[config.mk]
export PLATFORM = sky130hd
export DESIGN_NAME = rom_load_ctrl
export DESIGN_NICKNAME = d
export VERILOG_FILES = /design/src/rtl/rom_load_pkg.sv /design/src/rtl/rom_region_decode.sv /design/src/rtl/rom_load_ctrl.sv
export SDC_FILE = /design/constraint.sdc
export NUM_CORES = 1
export LEC_CHECK = 0
export ABC_AREA = 1
export CORE_MARGIN = 2
export CORE_UTILIZATION = 25
export CTS_CLUSTER_DIAMETER = 150
export DETAILED_ROUTE_END_ITERATION = 8
export GPL_ROUTABILITY_DRIVEN = 0
export SETUP_SLACK_MARGIN = 0.5
export SKIP_LAST_GASP = 1
export SYNTH_ARGS = -nofsm -noshare
export SYNTH_HDL_FRONTEND = slang
export SYNTH_SLANG_ARGS = --single-unit
[constraint.sdc]
create_clock -name clk_sys -period 5.76 [get_ports clk_sys]
set_input_delay 0.864 -clock clk_sys [delete_from_list [all_inputs] [get_ports clk_sys]]
set_output_delay 0.864 -clock clk_sys [all_outputs]
set_load 0.01 [all_outputs]
[src/rtl/rom_load_pkg.sv]
// Shared constants and types for the ROM download controller.
// Holds the ROM region map, the controller state encoding and the byte
// counter helper used by rom_load_ctrl and rom_region_decode.
package rom_load_pkg;

  localparam int unsigned IOCTL_ADDR_W = 25;
  localparam int unsigned DATA_W       = 8;
  localparam int unsigned BYTE_CNT_W   = 17;
  localparam int unsigned N_REGIONS    = 4;
  localparam int unsigned REGION_IDX_W = 2;

  // Region map: main CPU, sound CPU, tiles, sprites+PROMs (last ends at IMG_SIZE)
  localparam int unsigned REGION0_BASE = 32'h0000;
  localparam int unsigned REGION1_BASE = 32'h8000;
  localparam int unsigned REGION2_BASE = 32'hA000;
  localparam int unsigned REGION3_BASE = 32'hC000;
  localparam int unsigned REGION0_END  = REGION1_BASE;
  localparam int unsigned REGION1_END  = REGION2_BASE;
  localparam int unsigned REGION2_END  = REGION3_BASE;

  typedef enum logic [2:0] {
    ST_IDLE  = 3'd0,
    ST_LOAD  = 3'd1,
    ST_CHECK = 3'd2,
    ST_HOLD  = 3'd3,
    ST_RUN   = 3'd4,
    ST_ERR   = 3'd5
  } load_state_t;

  // Saturating increment so an oversize image never wraps back to a good count
  function automatic logic [BYTE_CNT_W-1:0] sat_inc(input logic [BYTE_CNT_W-1:0] v);
    return (&v) ? v : v + BYTE_CNT_W'(1);
  endfunction

endpackage

[src/rtl/rom_region_decode.sv]
// Combinational byte-address decoder for the ROM download.
// Ports:
//   addr        in   byte address from hps_io
//   region_c    out  one-hot region select, all zero when out of range
//   offset_c    out  address minus region base, truncated to ADDR_W
//   in_range_c  out  address lies below IMG_SIZE
module rom_region_decode
  import rom_load_pkg::*;
#(
  parameter int unsigned IMG_SIZE = 32'hE000,
  parameter int unsigned ADDR_W   = 16
) (
  input  logic [IOCTL_ADDR_W-1:0] addr,
  output logic [N_REGIONS-1:0]    region_c,
  output logic [ADDR_W-1:0]       offset_c,
  output logic                    in_range_c
);

  logic [REGION_IDX_W-1:0] idx;
  logic [IOCTL_ADDR_W-1:0] base;

  // Pick the highest region whose base the address has reached
  always_comb begin
    idx        = REGION_IDX_W'(0);
    base       = IOCTL_ADDR_W'(REGION0_BASE);
    in_range_c = (addr < IOCTL_ADDR_W'(IMG_SIZE));
    if (addr >= IOCTL_ADDR_W'(REGION3_BASE)) begin
      idx  = REGION_IDX_W'(3);
      base = IOCTL_ADDR_W'(REGION3_BASE);
    end else if (addr >= IOCTL_ADDR_W'(REGION2_BASE)) begin
      idx  = REGION_IDX_W'(2);
      base = IOCTL_ADDR_W'(REGION2_BASE);
    end else if (addr >= IOCTL_ADDR_W'(REGION1_BASE)) begin
      idx  = REGION_IDX_W'(1);
      base = IOCTL_ADDR_W'(REGION1_BASE);
    end
    region_c = in_range_c ? (N_REGIONS'(1) << idx) : '0;
    offset_c = ADDR_W'(addr - base);
  end

endmodule

[src/rtl/rom_load_ctrl.sv]
// Sequences the HPS ROM download into the core's ROM write port, holds the
// game in reset during and after the load, and checks the image size.
// Ports:
//   clk_sys         in   system clock
//   reset           in   asynchronous active-high reset
//   ioctl_download  in   download window from hps_io
//   ioctl_wr        in   single-cycle byte-valid strobe
//   ioctl_addr      in   byte address
//   ioctl_dout      in   byte data
//   dn_addr         out  registered offset within the selected region
//   dn_data         out  registered byte data
//   dn_wr           out  registered one-hot region write strobe
//   game_reset      out  registered reset to the game core
//   load_err        out  sticky size/range error until the next download
//   load_done       out  good load completed, until the next download
//   byte_cnt        out  bytes accepted in the current or last download
module rom_load_ctrl
  import rom_load_pkg::*;
#(
  parameter int unsigned IMG_SIZE    = 32'hE000,
  parameter int unsigned HOLD_CYCLES = 1024,
  parameter int unsigned ADDR_W      = 16
) (
  input  logic                    clk_sys,
  input  logic                    reset,
  input  logic                    ioctl_download,
  input  logic                    ioctl_wr,
  input  logic [IOCTL_ADDR_W-1:0] ioctl_addr,
  input  logic [DATA_W-1:0]       ioctl_dout,
  output logic [ADDR_W-1:0]       dn_addr,
  output logic [DATA_W-1:0]       dn_data,
  output logic [N_REGIONS-1:0]    dn_wr,
  output logic                    game_reset,
  output logic                    load_err,
  output logic                    load_done,
  output logic [BYTE_CNT_W-1:0]   byte_cnt
);

  localparam int unsigned HOLD_W = (HOLD_CYCLES > 1) ? $clog2(HOLD_CYCLES) : 1;

  load_state_t             state;
  load_state_t             state_next;
  logic                    dl_q;
  logic [HOLD_W-1:0]       hold_cnt;

  logic [N_REGIONS-1:0]    region_c;
  logic [ADDR_W-1:0]       offset_c;
  logic                    in_range_c;

  logic [ADDR_W-1:0]       dn_addr_d;
  logic [DATA_W-1:0]       dn_data_d;
  logic [N_REGIONS-1:0]    dn_wr_d;
  logic                    game_reset_d;
  logic                    load_err_d;
  logic                    load_done_d;
  logic [BYTE_CNT_W-1:0]   byte_cnt_d;
  logic [HOLD_W-1:0]       hold_cnt_d;

  rom_region_decode #(
    .IMG_SIZE (IMG_SIZE),
    .ADDR_W   (ADDR_W)
  ) u_decode (
    .addr       (ioctl_addr),
    .region_c   (region_c),
    .offset_c   (offset_c),
    .in_range_c (in_range_c)
  );

  // State register
  always_ff @(posedge clk_sys or posedge reset) begin
    if (reset) state <= ST_IDLE;
    else       state <= state_next;
  end

  // Next-state logic; RUN and ERR restart straight into LOAD on a new download
  always_comb begin
    state_next = state;
    case (state)
      ST_IDLE:  if (ioctl_download) state_next = ST_LOAD;
      ST_LOAD:  if (dl_q && !ioctl_download) state_next = ST_CHECK;
      ST_CHECK: state_next = (byte_cnt == BYTE_CNT_W'(IMG_SIZE) && !load_err) ? ST_HOLD : ST_ERR;
      ST_HOLD:  if (hold_cnt == '0) state_next = ST_RUN;
      ST_RUN:   if (ioctl_download) state_next = ST_LOAD;
      ST_ERR:   if (ioctl_download) state_next = ST_LOAD;
      default:  state_next = ST_IDLE;
    endcase
  end

  // Output / datapath next values
  always_comb begin
    dn_wr_d      = '0;
    dn_addr_d    = dn_addr;
    dn_data_d    = dn_data;
    byte_cnt_d   = byte_cnt;
    load_err_d   = load_err;
    load_done_d  = load_done;
    hold_cnt_d   = hold_cnt;
    game_reset_d = (state_next != ST_RUN);
    case (state)
      ST_IDLE, ST_RUN, ST_ERR: begin
        if (ioctl_download) begin
          byte_cnt_d  = '0;
          load_err_d  = 1'b0;
          load_done_d = 1'b0;
        end
      end
      ST_LOAD: begin
        // A byte arriving with the falling download edge is still taken here
        if (ioctl_wr) begin
          dn_wr_d    = region_c;
          dn_addr_d  = offset_c;
          dn_data_d  = ioctl_dout;
          byte_cnt_d = sat_inc(byte_cnt);
          if (!in_range_c) load_err_d = 1'b1;
        end
      end
      ST_CHECK: begin
        if (state_next == ST_HOLD) hold_cnt_d = HOLD_W'(HOLD_CYCLES - 1);
        else                       load_err_d = 1'b1;
      end
      ST_HOLD: begin
        if (hold_cnt != '0) hold_cnt_d  = hold_cnt - HOLD_W'(1);
        else                load_done_d = 1'b1;
      end
      default: ;
    endcase
  end

  // Registered outputs and datapath
  always_ff @(posedge clk_sys or posedge reset) begin
    if (reset) begin
      dl_q       <= 1'b0;
      dn_wr      <= '0;
      dn_addr    <= '0;
      dn_data    <= '0;
      game_reset <= 1'b1;
      load_err   <= 1'b0;
      load_done  <= 1'b0;
      byte_cnt   <= '0;
      hold_cnt   <= '0;
    end else begin
      dl_q       <= ioctl_download;
      dn_wr      <= dn_wr_d;
      dn_addr    <= dn_addr_d;
      dn_data    <= dn_data_d;
      game_reset <= game_reset_d;
      load_err   <= load_err_d;
      load_done  <= load_done_d;
      byte_cnt   <= byte_cnt_d;
      hold_cnt   <= hold_cnt_d;
    end
  end

endmodule

; Word-level counts from Yosys, hierarchy flattened
; Index checks and enable logic that the tools add are counted.
; W data, S select, Z words.
[word_totals]
reg_bits = 62
in_bits = 37
out_inout_bits = 48
word_cells = 80
[classes]
n_addsub = 3
magnitude_cmp = 4
n_eq_ne = 16
shift = 1
mux = 28
n_reduce_logical = 18
[op_table]
columns = operator, count
row1 = $ge A25 B16 Y1 const B, 3
row2 = $mux W17, 3
row3 = $mux W16, 3
row4 = $pmux W17 S2, 1
row5 = $lt A25 B16 Y1 const B, 1
row6 = $mux W10, 2
row7 = $pmux W10 S2, 1
row8 = $add A17 B1 Y17 const B, 1
row9 = $eq A17 B16 Y1 const B, 1
row10 = $reduce_and A17 Y1, 1
row11 = $sub A16 B16 Y16, 1
row12 = $ne A2 B2 Y1 const B, 7
row13 = $mux W3, 4
row14 = $mux W4, 3
row15 = $pmux W3 S4, 1
row16 = $logic_not A10 Y1, 1
row17 = $reduce_bool A10 Y1, 1
row18 = $sub A10 B1 Y10 const B, 1
row19 = $eq A3 B2 Y1 const B, 3
row20 = $eq A3 B3 Y1 const B, 2
row21 = $mux W1, 6
row22 = $reduce_and A3 Y1, 2
row23 = $reduce_bool A2 Y1, 3
row24 = $reduce_and A5 Y1, 1
row25 = other kinds (14), 17

; Logic depth before layout (Yosys ltp)
; Gate-level depths: netlist (run 1).
[depth]
depth_word = 8
mapped_depth = 12
depth_no_buf = 12

; By module
; From an unflattened synthesis (run 1), not the netlist that was laid out.
[unflattened]
hier_cells = 485
hier_area_um2 = 3595.9
[by_module_without_submodules]
columns = mod, instances, cells_each, area_each_um2, seq_area_each_um2
row1 = rom_load_ctrl, 1, 436, 3314.4, 1552.7
row2 = rom_region_decode, 1, 49, 281.5, 0.0

; Worst setup path after synthesis (run 1)
; OpenSTA, ideal clock, no wires.
[synth_path]
path_kind = input -> register
from = input port ioctl_addr[21]
to = register dn_addr[15]
setup_ns = 0.117
arrival_ns = 2.333
required_ns = 5.643
slack_ns = 3.310
stages = 11
path_buffers = 0
cell_sequence = nor2_1 -> nand2_1 -> nor2_1 -> nand4_1 -> nor2_1 -> ha_1 -> inv_1 -> fa_1 -> nand3b_1 -> nand3_1 -> nand2_1
[synth_via]
elab_chain_cells = 5
word_cells_on_any_way = 7
cone_classes = 1 x add/sub / 3 x order compare / 3 x mux
[synth_rtl]
columns = element, line_no
row1 = from (decl), rom_load_ctrl.sv:28  ; input logic [IOCTL_ADDR_W-1:0] ioctl_addr,
row2 = $ge A25 B16 Y1, rom_region_decode.sv:33  ; end else if (addr >= IOCTL_ADDR_W'(REGION1_BASE)) begin
row3 = $mux W16, rom_region_decode.sv:33
row4 = $mux W16, rom_region_decode.sv:30  ; end else if (addr >= IOCTL_ADDR_W'(REGION2_BASE)) begin
row5 = $mux W16 *, rom_region_decode.sv:27  ; if (addr >= IOCTL_ADDR_W'(REGION3_BASE)) begin
row6 = $sub A16 B16 Y16 *, rom_region_decode.sv:38  ; offset_c = ADDR_W'(addr - base);
row7 = to (signal assigned), rom_load_ctrl.sv:144  ; dn_addr <= dn_addr_d;
row8 = to (decl), rom_load_ctrl.sv:30  ; output logic [ADDR_W-1:0] dn_addr,
; Every way passes the cells marked *; elsewhere a longest branch is shown, timed or not.
; A chain may end at the register's enable or synchronous reset.

; Worst setup path in the final report (run 1)
; Same ends and word-level chain as after synthesis.

==> flow_summary_export.csv, run 1 <==
group,metric,value,unit
worst_setup_path,crit_chain,"clkdlybuf4s50_1 -> nor2_1 -> nand2_1 -> nor2_1 -> nand4_1 -> nor2_1 -> ha_1 -> inv_1 -> fa_1 -> nand3b_1 -> nand3_1 -> nand2_1",
drt,ant_nets,0,
worst_setup_path,max_stage_delay,400,ps
pwr,power.leakage,2.22,nW
final_layout,nets,576,
worst_setup_path,arrival,2950,ps
drt,drc,0,
cts,postCtsResizedCells,0,
yosys,ys_seq_area_frac,0.451,
die,rows,42,
die,initial_core_util,0.258,
worst_setup_path,worstPathMaxFanout,4,
job,cap_viol_max_count,0,
final_layout,fin_cells,714,
hold_path,hold_class,"register to register",
cts,holdBufCountCts,0,
worst_setup_path,crit_start,"ioctl_addr[21]",
placed_design,portBuffers,84,
worst_setup_path,critPathMostFrequentCell,"nor2_1",
yosys,synth.distinct_cells,35,
drt,dr.first_iter.drc_count,157,
cts,cts.path.max_buffers,2,
drt,wl_per_cell,12.3,um
die,num_io_pins,85,
grt,grt_pass1_wl,14.8,mm
grt,grt_max_degree,63,
yosys,synth_fp_nets,489,
drt,drtPass1Iterations,4,
pwr,p_per_area,388,nW/um^2
sta,rsz0062_at_grt,"false",
sta,max_freq,0.366,GHz
final_layout,drive_above_1_share,0.0892,
outcome,status,"completed",
worst_setup_path,worst_r2r_endpoint,"byte_cnt[14]$_DFFE_PP0P_",
final_layout,fin_area,4720,sq um
worst_setup_path,crit_slowest_cell,"clkdlybuf4s50_1",
grt,grt_usage,0.126,
sta,slew_headroom,0.461,
sta,worst_pin_slew,808,ps
pwr,vdd_ir_drop_max,153,uV
yosys,ys_warn_count,0,
yosys,postSynthCellCount,446,
drt,drt_wl_total,8.81,mm
yosys,synth_area_leaders,"dfrtp_1, nand2_1, nand3_1",
die,die_w,121,um
worst_setup_path,endpoint_kind,"register",
placed_design,dp.cells,698,
cts,cts_made_buffers,9,
sta,hold_violations,0,
placed_design,dpl.hpwl,6.40,mm
yosys,ys.flop_type,"dfrtp_1",
yosys,synth_most_common_cell,"nand2_1",
yosys,synthArstFlopShare,1.00,
worst_setup_path,ff2ff_path_depth,12,
sta,fin_crit,2730,ps
cts,cts_tree,"built",
cts,cts_num_sinks,62,
die,core_region_area,13300,sq um
final_layout,area_growth,37.1,%
drt,vias,3145,
sta,drv_slew,0,
sta,skew,6.10,ps
worst_setup_path,crit_type,"input pin to register",
cts,post_cts_buffers,0,
cts,htree_levels,3,
yosys,synth-seq-cells,62,
sta,setup_tns,0,ps
worst_setup_path,r2r-start,"byte_cnt[0]$_DFFE_PP0P_",
yosys,synth_commonest_cells,"nand2_1, dfrtp_1, nand3_1",
cts,insertion_delay,330,ps
cts,clkTransAtPathRegs,50,ps
drt,routed_via_density,4.40,
die,die_h,121,um
cts,root_buffer,"clkbuf_16",
sta,timing.final.crit_share,0.474,
grt,grt_pass1_vias,3132,
yosys,yosysTopAreaCell,"dfrtp_1",
worst_setup_path,rrSetupSlack,3410,ps
worst_setup_path,cp.required,5980,ps
worst_setup_path,cp-start-kind,"input pin",
sta,timing.hold.ws,473,ps
yosys,synth.avg_cell_area,7.72,sq um
yosys,synthesis.area,3440,sq um
final_layout,diodes,0,
worst_setup_path,crit_path_end,"dn_addr[15]$_DFFE_PP0P_",
yosys,synth_top_area_share,0.443,
die,die_area,14700,sq um
grt,overflow,0,
yosys,synth_edf_count,0,
sta,setup_violations,0,
final_layout,fillCellCount,1413,
grt,antenna_found_initial,0,
placed_design,place_area,4420,sq um
-- logic make-up after synthesis --
| logic type | synth area share |
|---|---|
| and+or+nand+nor | 0.387 |
| adders and majority gates | 0.0240 |
| AOI/OAI and AO/OA | 0.0501 |
| buffers and inverters | 0.0803 |
| xor gates and xnor gates | 0.00763 |
| DFF | 0.451 |
-- registers in the layout (all words and copies together), names as in the netlist, 3 cells and up --
register / cells
byte_cnt: 17
dn_addr: 16
dn_data: 8
dn_wr: 4
hold_cnt: 10
state: 3
-- metal layers --
metal,global-route usage,share of wire,vias up
li1,-,-,1595
met1,0.149,0.43,1475
met2,0.218,0.51,58
met3,0.0399,0.038,17
met4,0.0424,0.020,0
met5,0,0,-
-- worst max-delay path: cells and delay by family --
kind                       cells  cell delay (ps)
buffers and inverters          2              450
and+or+nand+nor                8             1100
adders and majority gates      2              540
-- where the power goes --
group / switching [mW] / internal, mW / leakage, nW
clock network: 0.197 / 0.358 / 0.146
registers: 0.0803 / 0.543 / 0.814
logic: 0.369 / 0.283 / 1.26
-- stage by stage --
stage / power, mW / util / worst slack (ps)
after detailed placement: 1.30 / 0.331 / 2670
after global routing: 1.96 / 0.354 / 2790
after global placement: 1.28 / 0.331 / 2770
after floorplan: 1.01 / - / 3310
final: 1.83 / 0.354 / 3030
after CTS: 1.86 / 0.354 / 3020
-- cell usage in the layout (no fill, tap or decap), types with 2 or more instances in the layout --
| cell | synthesis | final |
|---|---|---|
| clkdlybuf4s50_1 | 0 | 84 |
| o21ai_2 | 5 | 5 |
| a21oi_1 | 2 | 2 |
| nand2_2 | 2 | 2 |
| nand2_1 | 158 | 158 |
| nand3b_1 | 2 | 2 |
| dfrtp_1 | 61 | 61 |
| inv_1 | 40 | 39 |
| clkbuf_8 | 0 | 2 |
| clkbuf_16 | 0 | 9 |
| nor2_1 | 41 | 41 |
| nand3_1 | 46 | 46 |
| clkinv_2 | 1 | 2 |
| o21ai_0 | 6 | 6 |
| nor2_4 | 4 | 4 |
| nor2_2 | 2 | 2 |
| clkbuf_1 | 0 | 2 |
| nand2_4 | 4 | 4 |
| nor3_1 | 2 | 2 |
| o21ai_1 | 15 | 15 |
| nand4_1 | 20 | 20 |
| inv_2 | 7 | 8 |
| ha_1 | 5 | 5 |
| xor2_1 | 2 | 2 |
-- worst min-delay path by stage --
stage	start	endpoint	slack [ps]	depth (start not counted)
after floorplan	hold_cnt[9]$_DFFE_PP0P_	hold_cnt[9]$_DFFE_PP0P_	500	2
after global placement	dn_addr[3]$_DFFE_PP0P_	dn_addr[3]$_DFFE_PP0P_	460	2
after detailed placement	dn_addr[9]$_DFFE_PP0P_	dn_addr[9]$_DFFE_PP0P_	460	2
after CTS	dn_addr[9]$_DFFE_PP0P_	dn_addr[9]$_DFFE_PP0P_	480	2
after global routing	dn_data[1]$_DFFE_PP0P_	dn_data[1]$_DFFE_PP0P_	490	2
final	dn_data[5]$_DFFE_PP0P_	dn_data[5]$_DFFE_PP0P_	470	2
-- cell type report --
class	count	area, sq um	area share
inverters	48	181	0.0384
flip-flops and latches	62	1550	0.329
well taps	176	220	0.0466
clock buffers	13	260	0.0551
repair buffers	85	848	0.180
clock inverters	3	42.5	0.00901
multi-input cells	327	1620	0.342
No activity file was read; power rests on OpenSTA's default activity.
==> run 2, diff against run 1 <==
clock period = 2.5 ns   (was 5.76 ns; I/O delays follow)
==> flow_summary_export.csv, run 2 (synthesized netlist as in run 1, its figures left out) <==
group,metric,value,unit
worst_setup_path,worstPathMaxFanout,5,
pwr,p_per_area,871,nW/um^2
placed_design,portBuffers,84,
cts,insertion_delay,340,ps
final_layout,diodes,0,
grt,grt_usage,0.133,
final_layout,fin_cells,728,
sta,slew_headroom,0.702,
drt,drtPass1Iterations,4,
cts,clkTransAtPathRegs,50,ps
drt,wl_per_cell,12.8,um
worst_setup_path,arrival,2150,ps
sta,timing.hold.ws,281,ps
sta,setup_violations,0,
worst_setup_path,ff2ff_path_depth,12,
grt,overflow,0,
hold_path,hold_class,"input pin to async pin",
cts,cts.path.max_buffers,2,
placed_design,dpl.hpwl,6.57,mm
final_layout,area_growth,42.2,%
placed_design,place_area,4460,sq um
final_layout,final_util,0.367,
grt,grt_pass1_vias,3181,
drt,ant_nets,0,
drt,vias,3240,
final_layout,fillCellCount,1402,
final_layout,largest_register,"byte_cnt",
cts,root_buffer,"clkbuf_16",
pwr,vdd_ir_drop_max,337,uV
cts,cts_tree,"built",
drt,dr.first_iter.drc_count,183,
sta,skew,6.04,ps
drt,drt_wl_total,9.29,mm
worst_setup_path,worst_r2r_endpoint,"byte_cnt[2]$_DFFE_PP0P_",
worst_setup_path,cp.required,2730,ps
die,die_h,121,um
worst_setup_path,cp-start-kind,"input pin",
die,core_region_area,13300,sq um
sta,rsz0062_at_grt,"true",
sta,timing.final.crit_share,0.769,
pwr,p_total,4.26,mW
job,cap_viol_max_count,0,
grt,grt_max_degree,35,
cts,cts_num_sinks,62,
final_layout,multiInputGateArea,1670,sq um
final_layout,regArea,1560,sq um
die,die_w,121,um
final_layout,top_regs,"byte_cnt x17, dn_addr x16, hold_cnt x10",
worst_setup_path,crit_type,"input pin to register",
final_layout,nets,591,
drt,routed_via_density,4.45,
placed_design,place_ws,77.0,ps
pwr,power.leakage,2.33,nW
final_layout,fin_area,4900,sq um
die,rows,42,
sta,setup_slack,577,ps
sta,max_freq,0.520,GHz
final_layout,drive_above_1_share,0.143,
cts,htree_levels,3,
sta,setup_tns,0,ps
die,die_area,14700,sq um
worst_setup_path,rrSetupSlack,620,ps
placed_design,dp.cells,702,
sta,hold_violations,0,
final_layout,largest_reg_flops,17,
die,num_io_pins,85,
sta,fin_crit,1920,ps
grt,antenna_found_initial,0,
worst_setup_path,r2r-start,"byte_cnt[1]$_DFFE_PP0P_",
outcome,status,"completed",
grt,grt_pass1_wl,15.2,mm
final_layout,layout_common_cells,"nand2_1, clkdlybuf4s50_1, dfrtp_1",
sta,worst_pin_slew,446,ps
drt,drc,0,
cts,cts_made_buffers,9,
final_layout,final_common_cell,"nand2_1",
die,initial_core_util,0.258,
sta,drv_slew,0,
worst_setup_path,endpoint_kind,"register",
-- run 2: cell types whose count changed in the layout (fill, tap and decap cells not counted), moves of 2 or more --
cell and change:
buf_4 +12, dfrtp_1 -8, dfrtp_2 +8, clkdlybuf4s50_1 -6, dlymetal6s2s_1 +6, nor2_1 -5, nor2_2 +4, buf_12 +2
ha_1 -2, inv_1 -2, nor2_4 +2
-- run 2: area by class of cell --
class                   count  share of cell area
inverters                  48              0.0375
multi-input cells         328               0.341
clock buffers              14              0.0539
repair buffers             99               0.203
flip-flops and latches     62               0.319
well taps                 176              0.0450
clock inverters             1             0.00102
-- run 2: worst max-delay path by stage --
stage,slack [ps],start,endpoint
4_1_cts,510,ioctl_addr[21],dn_addr[15]$_DFFE_PP0P_
5_1_grt,480,ioctl_addr[22],dn_addr[15]$_DFFE_PP0P_
6_report,580,ioctl_addr[14],dn_addr[15]$_DFFE_PP0P_
3_3_place_gp,130,ioctl_addr[21],dn_addr[15]$_DFFE_PP0P_
3_5_place_dp,80,ioctl_addr[21],dn_addr[15]$_DFFE_PP0P_
2_1_floorplan,540,ioctl_addr[21],dn_addr[15]$_DFFE_PP0P_
-- run 2: report_power, final --
| part | leakage (nW) | internal, mW | total [mW] | switching, mW |
|---|---|---|---|---|
| Combinational | 1.39 | 0.748 | 1.68 | 0.936 |
| Clock | 0.133 | 0.718 | 1.16 | 0.438 |
| Sequential | 0.801 | 1.25 | 1.42 | 0.171 |
-- run 2: routing by layer --
layer,GRT usage,part of all wire
met1,0.159,0.43
met4,0.0453,0.022
met2,0.224,0.50
met3,0.0465,0.051
met5,0,0
-- run 2: what timing repair did --
item	CTS	global route
pin swaps	2	17
cloned	1	0
endpoints found under the setup margin	18	23
gates resized for setup	7	22
hold buffers	0	0
buffers inserted	4	6
-- run 2: critical path, stage by stage --
cell	delay, ps
clkdlybuf4s50_1	520
inv_1	140
nand4_1	140
nor2_2	150
ha_2	180
inv_2	40
fa_2	320
nand3b_1	170
nand3_1	70
nand2_1	50
